[config.mk]
export PLATFORM = sky130hd
export DESIGN_NAME = prog_loader
export DESIGN_NICKNAME = d
export VERILOG_FILES = /design/src/rtl/prog_loader_pkg.sv /design/src/rtl/load_addr_cnt.sv /design/src/rtl/prog_loader.sv
export SDC_FILE = /design/constraint.sdc
export NUM_CORES = 1
export LEC_CHECK = 0
export ABC_AREA = 1
export BUFFER_PORTS_ARGS = -buffer_cell sky130_fd_sc_hd__buf_4
export CAP_MARGIN = 25
export CORE_UTILIZATION = 30
export CTS_BUF_LIST = sky130_fd_sc_hd__clkbuf_8
export CTS_CLUSTER_DIAMETER = 200
export DETAILED_ROUTE_END_ITERATION = 8
export GPL_TIMING_DRIVEN = 0
export PLACE_DENSITY = 0.57
export SYNTH_ARGS = -nofsm -noshare
export SYNTH_HDL_FRONTEND = slang
export SYNTH_SLANG_ARGS = --single-unit
[constraint.sdc]
create_clock -name clk -period 2.6 [get_ports clk]
set_input_delay 0.13 -clock clk [delete_from_list [all_inputs] [get_ports clk]]
set_output_delay 0.13 -clock clk [all_outputs]
set_load 0.005 [all_outputs]
[src/rtl/prog_loader_pkg.sv]
// Shared definitions for the program loader: memory geometry, FSM encoding and
// the set of states in which the loader takes host bytes.
package prog_loader_pkg;

   localparam int PROG_ADDR_W = 12;
   localparam int PROG_DATA_W = 8;

   typedef enum logic [2:0] {
      LD_IDLE   = 3'd0,
      LD_LEN_HI = 3'd1,
      LD_LEN_LO = 3'd2,
      LD_DATA   = 3'd3,
      LD_CHK    = 3'd4,
      LD_DONE   = 3'd5,
      LD_ERR    = 3'd6
   } ld_state_e;

   // States that accept a host byte; also exactly the states where a frame is in progress.
   function automatic logic takes_bytes(input ld_state_e s);
      return s inside {LD_LEN_HI, LD_LEN_LO, LD_DATA, LD_CHK};
   endfunction

endpackage

[src/rtl/load_addr_cnt.sv]
// Up-counter with synchronous load (priority) and count enable, asynchronous
// active-high reset; used for both the write address and the byte countdown.
module load_addr_cnt #(
   parameter int           W       = 12,
   parameter logic [W-1:0] RST_VAL = '0
) (
   input  logic         clk,
   input  logic         reset,
   input  logic         load,
   input  logic         en,
   input  logic [W-1:0] load_val,
   output logic [W-1:0] cnt
);

   // NOTE: sequential state uses non-blocking assignments so every flop samples pre-edge values.
   always_ff @(posedge clk or posedge reset) begin
      if (reset)     cnt <= RST_VAL;
      else if (load) cnt <= load_val;
      else if (en)   cnt <= cnt + W'(1);
   end

endmodule

[src/rtl/prog_loader.sv]
// Framed byte-stream writer for the 4096x8 program memory: length, data, checksum.
// Holds the CPU in reset while loading and releases it only after a good checksum.
module prog_loader
   import prog_loader_pkg::*;
#(
   parameter int                ADDR_W    = PROG_ADDR_W,
   parameter int                DATA_W    = PROG_DATA_W,
   parameter logic [ADDR_W-1:0] BASE_ADDR = '0
) (
   input  logic              clk,
   input  logic              reset,
   input  logic              start,
   input  logic              in_valid,
   input  logic [DATA_W-1:0] in_data,
   output logic              in_ready,
   output logic              mem_we,
   output logic [ADDR_W-1:0] mem_addr,
   output logic [DATA_W-1:0] mem_wdata,
   output logic              cpu_hold,
   output logic              busy,
   output logic              done,
   output logic              error
);

   localparam int HI_W = ADDR_W - 8;

   ld_state_e         state, next_state;
   logic [HI_W-1:0]   len_hi;
   logic [DATA_W-1:0] sum, chk_expect;
   logic [ADDR_W-1:0] addr_cnt, rem_cnt, len_full, rem_load_val;
   logic              xfer, start_go, len_lo_xfer, data_xfer, last_byte;

   // The countdown is loaded with -len and counts up, so the last data byte is
   // the one accepted while it reads all-ones; len==0 naturally yields 4096 bytes.
   assign len_full     = {len_hi, in_data[7:0]};
   assign rem_load_val = '0 - len_full;
   assign chk_expect   = '0 - sum;

   assign xfer        = in_valid && in_ready;
   assign start_go    = start && (state inside {LD_IDLE, LD_DONE, LD_ERR});
   assign len_lo_xfer = xfer && (state == LD_LEN_LO);
   assign data_xfer   = xfer && (state == LD_DATA);
   assign last_byte   = (rem_cnt == '1);

   load_addr_cnt #(.W(ADDR_W), .RST_VAL(BASE_ADDR)) u_addr_cnt (
      .clk      (clk),
      .reset    (reset),
      .load     (start_go),
      .en       (data_xfer),
      .load_val (BASE_ADDR),
      .cnt      (addr_cnt)
   );

   load_addr_cnt #(.W(ADDR_W), .RST_VAL('0)) u_rem_cnt (
      .clk      (clk),
      .reset    (reset),
      .load     (len_lo_xfer),
      .en       (data_xfer),
      .load_val (rem_load_val),
      .cnt      (rem_cnt)
   );

   // NOTE: next_state gets a default before the case so no path leaves it unassigned (no latch).
   always_comb begin
      next_state = state;
      case (state)
         LD_IDLE, LD_DONE, LD_ERR: if (start)                  next_state = LD_LEN_HI;
         LD_LEN_HI:                if (xfer)                   next_state = LD_LEN_LO;
         LD_LEN_LO:                if (xfer)                   next_state = LD_DATA;
         LD_DATA:                  if (xfer && last_byte)      next_state = LD_CHK;
         LD_CHK:                   if (xfer)                   next_state = (in_data == chk_expect) ? LD_DONE : LD_ERR;
         default:                                              next_state = LD_IDLE;
      endcase
   end

   // Status outputs are registered from next_state so they line up with the state register.
   always_ff @(posedge clk or posedge reset) begin
      if (reset) begin
         state     <= LD_IDLE;
         len_hi    <= '0;
         sum       <= '0;
         in_ready  <= 1'b0;
         busy      <= 1'b0;
         done      <= 1'b0;
         error     <= 1'b0;
         cpu_hold  <= 1'b1;
         mem_we    <= 1'b0;
         mem_addr  <= BASE_ADDR;
         mem_wdata <= '0;
      end else begin
         state    <= next_state;
         in_ready <= takes_bytes(next_state);
         busy     <= takes_bytes(next_state);
         done     <= (next_state == LD_DONE);
         error    <= (next_state == LD_ERR);
         cpu_hold <= (next_state != LD_DONE);
         mem_we   <= data_xfer;
         if (xfer && state == LD_LEN_HI) len_hi <= in_data[HI_W-1:0];
         if (start_go)
            sum <= '0;
         else if (data_xfer)
            sum <= sum + in_data;
         if (data_xfer) begin
            mem_addr  <= addr_cnt;
            mem_wdata <= in_data;
         end
      end
   end

endmodule

==> reports/summary.md, run 1 <==
Timing would allow up to 0.507 GHz. A synthesized cell averages 7.70 sq um. The worst setup path is launched from a flop. Counting flops and latches in the post-synthesis netlist gives 64. The run gives 0 as the number of nets still failing antenna checks after routing.

The critical-path maximum fanout is 4, and the combined global-route utilization of all metal layers is 15.8%. The share of flip-flops with an asynchronous set or reset after synthesis was 100%. At the end of the flow the core is filled with cells to 37.1%. The tools report the final worst setup slack as 0.629 ns. Data on the critical path arrives at its endpoint at 2.22 ns. The total of hold buffers inserted after clock tree synthesis is 1. In the finished design, the share of the clock period the worst path needs comes to 75.8%.

The run gives 3243 as the number of global-route vias before repair. Clock latency on the worst-skew pair, taken at its later pin, is 0.35 ns. At the pin with the least slew margin, the transition time is 0.833 ns. Summed over all cells, the static leakage comes to 0.00222 uW. The run gives 41 as the number of unique standard cell types used by synthesis.

The reported max-cap violation count is 0, and the antenna cell count is 0. The core region is 12100 sq um. The logs give 3 for the number of H-tree levels and 12900 sq um for the area enclosed by the die boundary.

In this run the critical register-to-register path is launched from sum[1]. Entering global routing, the biggest net connects 65 pins. Measured against its own limit, the worst slew margin works out to 44.5%.

The run gives 38 as the number of primary I/O pins. After detailed routing, the total wire length is 9330 um. The final setup violation count was 0. The first global-routing pass estimated 15800 um of wire. The register cell area after layout came out at 1600 sq um.

The worst setup path is captured at a flop. For the cell area after synthesis, the log shows 3730 sq um. By count the netlist is led by 109 x sky130_fd_sc_hd__nand2_1, 78 x sky130_fd_sc_hd__inv_1, 63 x sky130_fd_sc_hd__dfrtp_1.

The post-detailed-route via-to-cell ratio was 4.64. The root buffer cell chosen for the clock tree is sky130_fd_sc_hd__clkbuf_8. For the critical path required time, the log shows 2.85 ns.

The maximum buffer depth of the clock tree came out at 2. When the netlist entered floorplanning its net count stood at 508. The number of setup buffers added after CTS is 0.

The startpoint identified for the worst hold timing path is in_data[0]. The final critical delay including setup and external delays was 1.97 ns; the count of filler cells inserted in the layout was 1263. Counting flops with a built-in enable in the synthesized netlist gives 0. By area the synthesized netlist is led by sky130_fd_sc_hd__dfrtp_1 42%, sky130_fd_sc_hd__nand2_1 11%, sky130_fd_sc_hd__inv_1 7.9%, sky130_fd_sc_hd__o21ai_0 7.0%, sky130_fd_sc_hd__ha_1 3.7%. The net load switching power came out at 1750 uW.

OpenSTA, run right after detailed placement, puts the worst setup slack at 0.604 ns. Clock-pin slew was measured on the worst setup and hold paths at 0.08 ns. The number of vias in the routed layout was 3274; the post-route DRC violation count was 0. The congestion estimate from routability-driven global placement came to 0.827. Combinational logic is responsible for 39.9% of the overall power.

For this run, the post-layout net count is 557. The run gives 0 as the count of final hold-check violations. Effective utilization at floorplan: 30.9%. Class of the tightest hold or removal check: primary input to flop. Measured along the x axis, the die boundary spans 113 um.

The worst-case IR drop observed on VDD is 348 uV. Placement row count: 40. The sequential-to-total area share from yosys stat was 43.0%; the number of gates resized after CTS was 0. The first TritonRoute pass finished after 4 iterations. sky130_fd_sc_hd__nand2_1 is the most common cell in the netlist.

The number of I/O port buffers was 37. The logs give 0 for the aggregate global routing overflow and 164 for the first-iteration detailed-routing DRC count. Setup repair after global routing left no endpoint under its margin. Share of total power in sequential cells: 36.0%.

The areal power density over the cells came out at 992 nW/um^2. The flow ran to the end, and the final reports show no timing, DRC or antenna violations. TritonCTS built the clock tree. For the number of antenna violations at the first check in global routing, the log shows 0. The critical path starts at sum[1]. From bottom edge to top edge, the die measures 113 um. For this run, the leading register cell type out of synthesis is sky130_fd_sc_hd__dfrtp_1. The synthesized design devotes to its leading area cell type 42.3% of total area. Detail-routed net length per standard cell: 13.2 um. Classification of the worst setup path: flop to flop.

Clock skew on the completed layout was measured at 0.00923 ns. Of all cell types, the one taking the most synthesized area is sky130_fd_sc_hd__dfrtp_1. In the final layout, the share of cells above drive strength 1 is 17.9%. The internal portion of the total power is 2680 uW.

The logs give 4430 uW for the total design power and 24.2% for the clock group share of total power. The synthesis warning total was 0. The final number of max-transition violations is 0.

The area growth from synthesis to layout is 19.9%. The half-perimeter wire length after detailed placement is 6830 um, and the net switching fraction of the power is 39.5%. On the final layout, the worst hold slack is 0.130 ns. Counting the buffers created by CTS gives 9. CTS saw 64 sinks.

The area taken by multi-input logic gates came out at 1750 sq um. Synthesis produced 484 cells.
-- area by class of cell --
cell class                 count  share of cell area [%]
buffer                        10                    1.15
multi-input combinational    325                    39.2
sequential                    64                    35.9
tap                          168                    4.70
clock buffer                  10                    3.08
inverter                      85                    7.19
clock inverter                 5                    2.35
timing repair buffer          38                    6.44
-- power by group through the flow --
stage	combinational [uW]	clock [uW]	sequential (uW)
global placement	1730	0	1600
CTS	1770	1100	1600
floorplan	1200	0	1560
global route	2020	1140	1640
finish	1770	1070	1590
detailed placement	1770	0	1610
-- registers in the layout (all words and copies together), names as in the netlist --
register / flops
mem_addr: 12
u_addr_cnt.cnt: 12
u_rem_cnt.cnt: 12
mem_wdata: 8
sum: 8
len_hi: 4
state: 3
busy: 1
cpu_hold: 1
done: 1
error: 1
mem_we: 1
-- logic make-up after synthesis --
family | synth area share [%]
and+or+nand+nor | 26.0
AOI/OAI and AO/OA | 15.4
buffers and inverters | 9.94
DFF | 43.0
adders and majority gates | 4.23
xor gates and xnor gates | 1.41
-- cells in the final DEF, fill, tap and decap left out, drive strengths merged --
cell / synthesis / routed
or2: 1 / 1
o311ai: 1 / 1
dfrtp: 63 / 63
o21ai: 56 / 56
a21oi: 25 / 25
dfstp: 1 / 1
clkbuf: 2 / 12
a21boi: 1 / 1
nand4: 10 / 10
dlygate4sd3: 0 / 1
nor4: 3 / 3
inv: 85 / 85
a31oi: 2 / 2
or3: 2 / 2
o22ai: 7 / 7
buf: 8 / 45
nand3: 23 / 23
o32ai: 1 / 1
fa: 1 / 1
a211oi: 2 / 2
ha: 11 / 11
clkinvlp: 0 / 2
nor3: 9 / 9
bufinv: 0 / 3
xnor2: 1 / 1
nor2: 44 / 44
xor2: 5 / 5
o21a: 3 / 3
o221ai: 4 / 4
nand2: 113 / 113
-- through the flow --
step | area, sq um | std cells | TNS, ns
2_1_floorplan | 3730 | 484 | 0
3_3_place_gp | 4210 | 689 | -5.10
3_5_place_dp | 4220 | 689 | 0
4_1_cts | 4470 | 705 | 0
5_1_grt | 4470 | 705 | 0
6_report | 4470 | 705 | 0
-- routing by layer --
layer  routed length, um  global-route usage [%]  up-vias
met5                   0                       0        -
met4                 123                    4.47        0
met3                 355                    3.40       10
met2                4410                    26.7       63
met1                4440                    20.3     1539
li1                    -                       -     1662
-- critical path, stage by stage (launching register included) --
cell	delay, ns
sky130_fd_sc_hd__dfrtp_1	0.41
sky130_fd_sc_hd__inv_1	0.15
sky130_fd_sc_hd__ha_1	0.27
sky130_fd_sc_hd__inv_1	0.06
sky130_fd_sc_hd__nand2_1	0.05
sky130_fd_sc_hd__nand2_1	0.06
sky130_fd_sc_hd__xor2_1	0.14
sky130_fd_sc_hd__nor2_1	0.18
sky130_fd_sc_hd__nand3_2	0.13
sky130_fd_sc_hd__a21oi_4	0.20
sky130_fd_sc_hd__nand4_1	0.11
sky130_fd_sc_hd__nand2_1	0.08
sky130_fd_sc_hd__inv_1	0.04
-- final timing paths --
kind / end / slack [ns] / depth (start not counted)
min in group asynchronous: mem_addr[1] / 0.49 / 3
setup / recovery: busy / 0.63 / 12
hold / removal: u_rem_cnt.cnt[0] / 0.13 / 3
setup reg to reg: busy / 0.63 / 12
hold reg to reg: len_hi[2] / 0.49 / 2
max in group asynchronous: sum[1] / 1.54 / 3
No activity file was read; power rests on OpenSTA's default activity.
==> run 2: changes to the inputs <==
--- a/config.mk
+++ b/config.mk
@@ -13,7 +13,7 @@
 export CTS_CLUSTER_DIAMETER = 200
 export DETAILED_ROUTE_END_ITERATION = 8
 export GPL_TIMING_DRIVEN = 0
-export PLACE_DENSITY = 0.57
+export PLACE_DENSITY = 0.59
 export SYNTH_ARGS = -nofsm -noshare
 export SYNTH_HDL_FRONTEND = slang
 export SYNTH_SLANG_ARGS = --single-unit
==> constraint.sdc (replaced) <==
create_clock -name clk -period 1.8 [get_ports clk]
set_input_delay 0.09 -clock clk [delete_from_list [all_inputs] [get_ports clk]]
set_output_delay 0.09 -clock clk [all_outputs]
set_load 0.005 [all_outputs]
==> run 2 against run 1 <==
The run now ends with setup timing left. Cell count up 1.1%. Wire length up 4.3%. Sequential power up 46%. First-iteration DRC count up 20%. Clock-buffer cell count unchanged. Final area up 4.5%. Sequential share of layout area down 1.5 points. Critical endpoint is now sum[6]. Largest cell class unchanged. Largest power group unchanged.
==> reports/summary.md, run 2 (synthesis results as in run 1) <==
The largest registers in the layout are mem_addr x12, u_addr_cnt.cnt x12, u_rem_cnt.cnt x12. The count of final hold-check violations is 0 (unchanged). The tools report the combinational group share of total power as 41.3% (+1.4 points).

The net load switching power is 2640 uW (+51%), and the internal portion of total power is 4180 uW (+56%). Wire length of the first global-routing pass: 16300 um (+3.2%). For the combined global-route utilization of all metal layers, the log shows 16.2% (+0.40 points). For the number of nets still failing antenna checks after routing, the log shows 0 (unchanged). Setup repair after global routing could not meet its margin everywhere. The total placed cells including tap cells was 689 (unchanged); the final worst setup slack was -0.00198 ns (-0.631 ns). The reported max-cap violation count came out at 0 (unchanged).

The final reports fail on setup timing. The detailed router used layers up to and including met4. The placer congestion estimate was 0.861 (+4.2%); the number of antenna violations at the first check in global routing was 0 (unchanged). The worst hold slack was 0.0912 ns (-0.0385 ns); the clock-pin slew on the worst setup and hold paths was 0.07 ns (about the same). The run gives 9 (unchanged) as the number of clock buffers inserted by TritonCTS. The antenna cell count is 0 (unchanged), and the post-route standard cell area excluding fillers is 4670 sq um (+4.5%). The tools report the effective utilization at floorplan as 30.9% (unchanged).

The cell sitting at the root of the clock tree is a sky130_fd_sc_hd__clkbuf_8. The first-iteration detailed-routing DRC count is 196 (+20%). Final critical delay including setup and external delays: 1.80 ns (-0.169 ns). The run finished, with violations left. The logs give 6970 um (+2.0%) for the half-perimeter wire length after detailed placement and 9740 um (+4.3%) for the detailed-route wire length.

For the leakage power summed over all cells, the log shows 0.00230 uW (+3.6%). The final total negative setup slack came out at -0.00198 ns (-0.00198 ns). TritonCTS built the clock tree. The maximum ir drop on the vdd rail was 552 uV (+58%). The horizontal die dimension was 113 um (unchanged). The placement row count is 40 (unchanged), and the standard cell core area is 12100 sq um (unchanged). The run gives 24.7% (+0.5 points) as the clock group share of total power. Aggregate global routing overflow: 0 (unchanged). Most common library cell in the layout ignoring fill and taps: sky130_fd_sc_hd__nand2_1.

The cell count of the worst hold path is 3 (unchanged), and the met1 routed wirelength after detailed routing is 4350 um (-2.1%). For the post-route non-filler standard cell count, the log shows 713 (+1.1%). The logs give 3 (unchanged) for the number of H-tree levels and 3385 (+3.4%) for the number of vias in the routed layout. The run gives 3339 (+3.0%) as the number of global-route vias before repair. The logs give 565 (+1.4%) for the final net count and 2.04 ns (-0.18 ns) for the arrival time at the worst endpoint. The run gives 64 (unchanged) as the clock net sink count. The fraction of layout instances using a drive strength above 1 works out to 23.5% (+5.6 points). The worst-skew pair later-pin latency is 0.35 ns (about the same). Total design power: 6820 uW (+54%). The min-delay analysis places its worst path in the category primary input to flop. The tools report the critical register-to-register path endpoint as sum[6]. The slack of the worst reg-to-reg path came out at -0.002 ns (-0.63 ns). The number of primary I/O pins was 38 (unchanged). Portion of the clock cycle consumed by the worst path in the final layout: 100% (+24 points). STA classifies the critical path endpoint as a flop. The sort of element at the start of the critical path was a flop. The area enclosed by the die boundary came out at 12900 sq um (unchanged). The classification of the worst setup path is flop to flop. The area growth from synthesis to layout is 25.4%. The tools report the maximum number of pins on one net before global-route repair as 65 (unchanged). The first-pass iteration count of the detailed router was 5 (+1); the areal power density over the cells was 1460 nW/um^2 (+47%). The path with the worst hold slack has its endpoint at mem_wdata[0].

For the met3 routed wirelength, the log shows 352 um (-0.85%). The post-route DRC violation count was 0 (unchanged). The cell count of the worst reg-to-reg path is 11 (-1), and the detail-routed net length per standard cell is 13.7 um (+3.1%).

The placed standard-cell area is 4220 sq um (unchanged). Reg-to-reg critical path startpoint: sum[0]. Maximum clock skew at final layout: 0.00572 ns (-0.00351 ns). The top cell types in the final layout, fill and taps aside, are 107 x sky130_fd_sc_hd__nand2_1, 72 x sky130_fd_sc_hd__inv_1, 61 x sky130_fd_sc_hd__dfrtp_1.

The actual transition at the worst max-transition pin is 0.812 ns (-0.0208 ns), and the share of total power in sequential cells is 34.0% (-2.0 points). Net switching fraction of the power: 38.7% (-0.78 points). The y dimension of the die was 113 um (unchanged); the critical path required time was 2.03 ns (-0.82 ns). The maximum buffer depth of the clock tree was 2 (unchanged). The final setup violation count came out at 1 (+1).

The final number of max-transition violations was 0 (unchanged); the post-detailed-route via-to-cell ratio was 4.75 (+2.2%). Highest clock frequency the design can meet: 0.555 GHz (+9.4%). The startpoint identified for the worst hold timing path is in_data[0]. The number of I/O port buffers was 37 (unchanged); the critical-path maximum fanout was 3 (-1). For the max-slew headroom at the worst pin, the log shows 45.9% (+1.4 points). The run gives 4820 um (+9.3%) as the detailed-routed wire length on met2.
[run 2: changes by cell type in the layout (fill, tap and decap cells not counted), sizes merged]
cell	previous run	this run
buf	45	52
clkinvlp	2	0
bufinv	3	4
clkbuf	12	13
clkinv	0	1
[run 2: per-layer routing]
layer	vias up	global-route usage, %
li1	1689	-
met1	1615	20.1
met2	64	27.4
met3	17	3.24
met4	0	6.84
met5	-	0
[run 2: power groups by stage]
stage	Clock (uW)	Sequential (uW)	Combinational, uW
final	1680	2320	2820
after global routing	1770	2380	3180
after CTS	1710	2310	2670
after detailed placement	0	2330	2560
after global placement	0	2320	2490
after floorplan	0	2250	1740
[run 2: worst max-delay path: stages, from the launching register on]
cell and delay, ns:
sky130_fd_sc_hd__dfrtp_1 0.39, sky130_fd_sc_hd__ha_2 0.22, sky130_fd_sc_hd__inv_1 0.06, sky130_fd_sc_hd__fa_2 0.34, sky130_fd_sc_hd__inv_2 0.08, sky130_fd_sc_hd__a31oi_4 0.10, sky130_fd_sc_hd__nor2_2 0.11, sky130_fd_sc_hd__nor2_1 0.05
sky130_fd_sc_hd__nor2_1 0.14, sky130_fd_sc_hd__o21ai_1 0.08, sky130_fd_sc_hd__nand2_1 0.06, sky130_fd_sc_hd__o21ai_0 0.06
[run 2: area by class of cell]
| type | count | area (sq um) |
|---|---|---|
| repair buffers | 46 | 348 |
| inverters | 85 | 324 |
| clock inverters | 5 | 129 |
| plain buffers | 10 | 57.6 |
| multi-input cells | 325 | 1860 |
| clock buffers | 10 | 138 |
| flip-flops and latches | 64 | 1610 |
| well taps | 168 | 210 |
| fillers | 1240 | 7390 |
[run 2: worst max-delay path by stage]
stage / from / to / slack (ns) / cells after the start
after global routing: sum[0] / sum[6] / -0.14 / 11
after floorplan: sum[1] / busy / 0.09 / 12
after detailed placement: sum[1] / busy / -0.16 / 12
after CTS: sum[0] / sum[6] / -0.04 / 11
after global placement: reset / sum[2] / -0.85 / 2
final: sum[0] / sum[6] / -0.002 / 11
[run 2: timing repair]
action                                  CTS  global route
pin swaps                                11             7
endpoints found under the setup margin    8            33
hold buffers                              1             0
endpoints found under the hold margin    63             0
buffers inserted                          6             2
gates resized for setup                  15            25
[run 2: through the flow]
step / util (%) / setup slack [ns]
after global placement: 34.9 / -0.845
after CTS: 37.9 / -0.0372
final: 38.7 / -0.00198
after floorplan: - / 0.0911
after detailed placement: 35.0 / -0.160
after global routing: 38.7 / -0.142
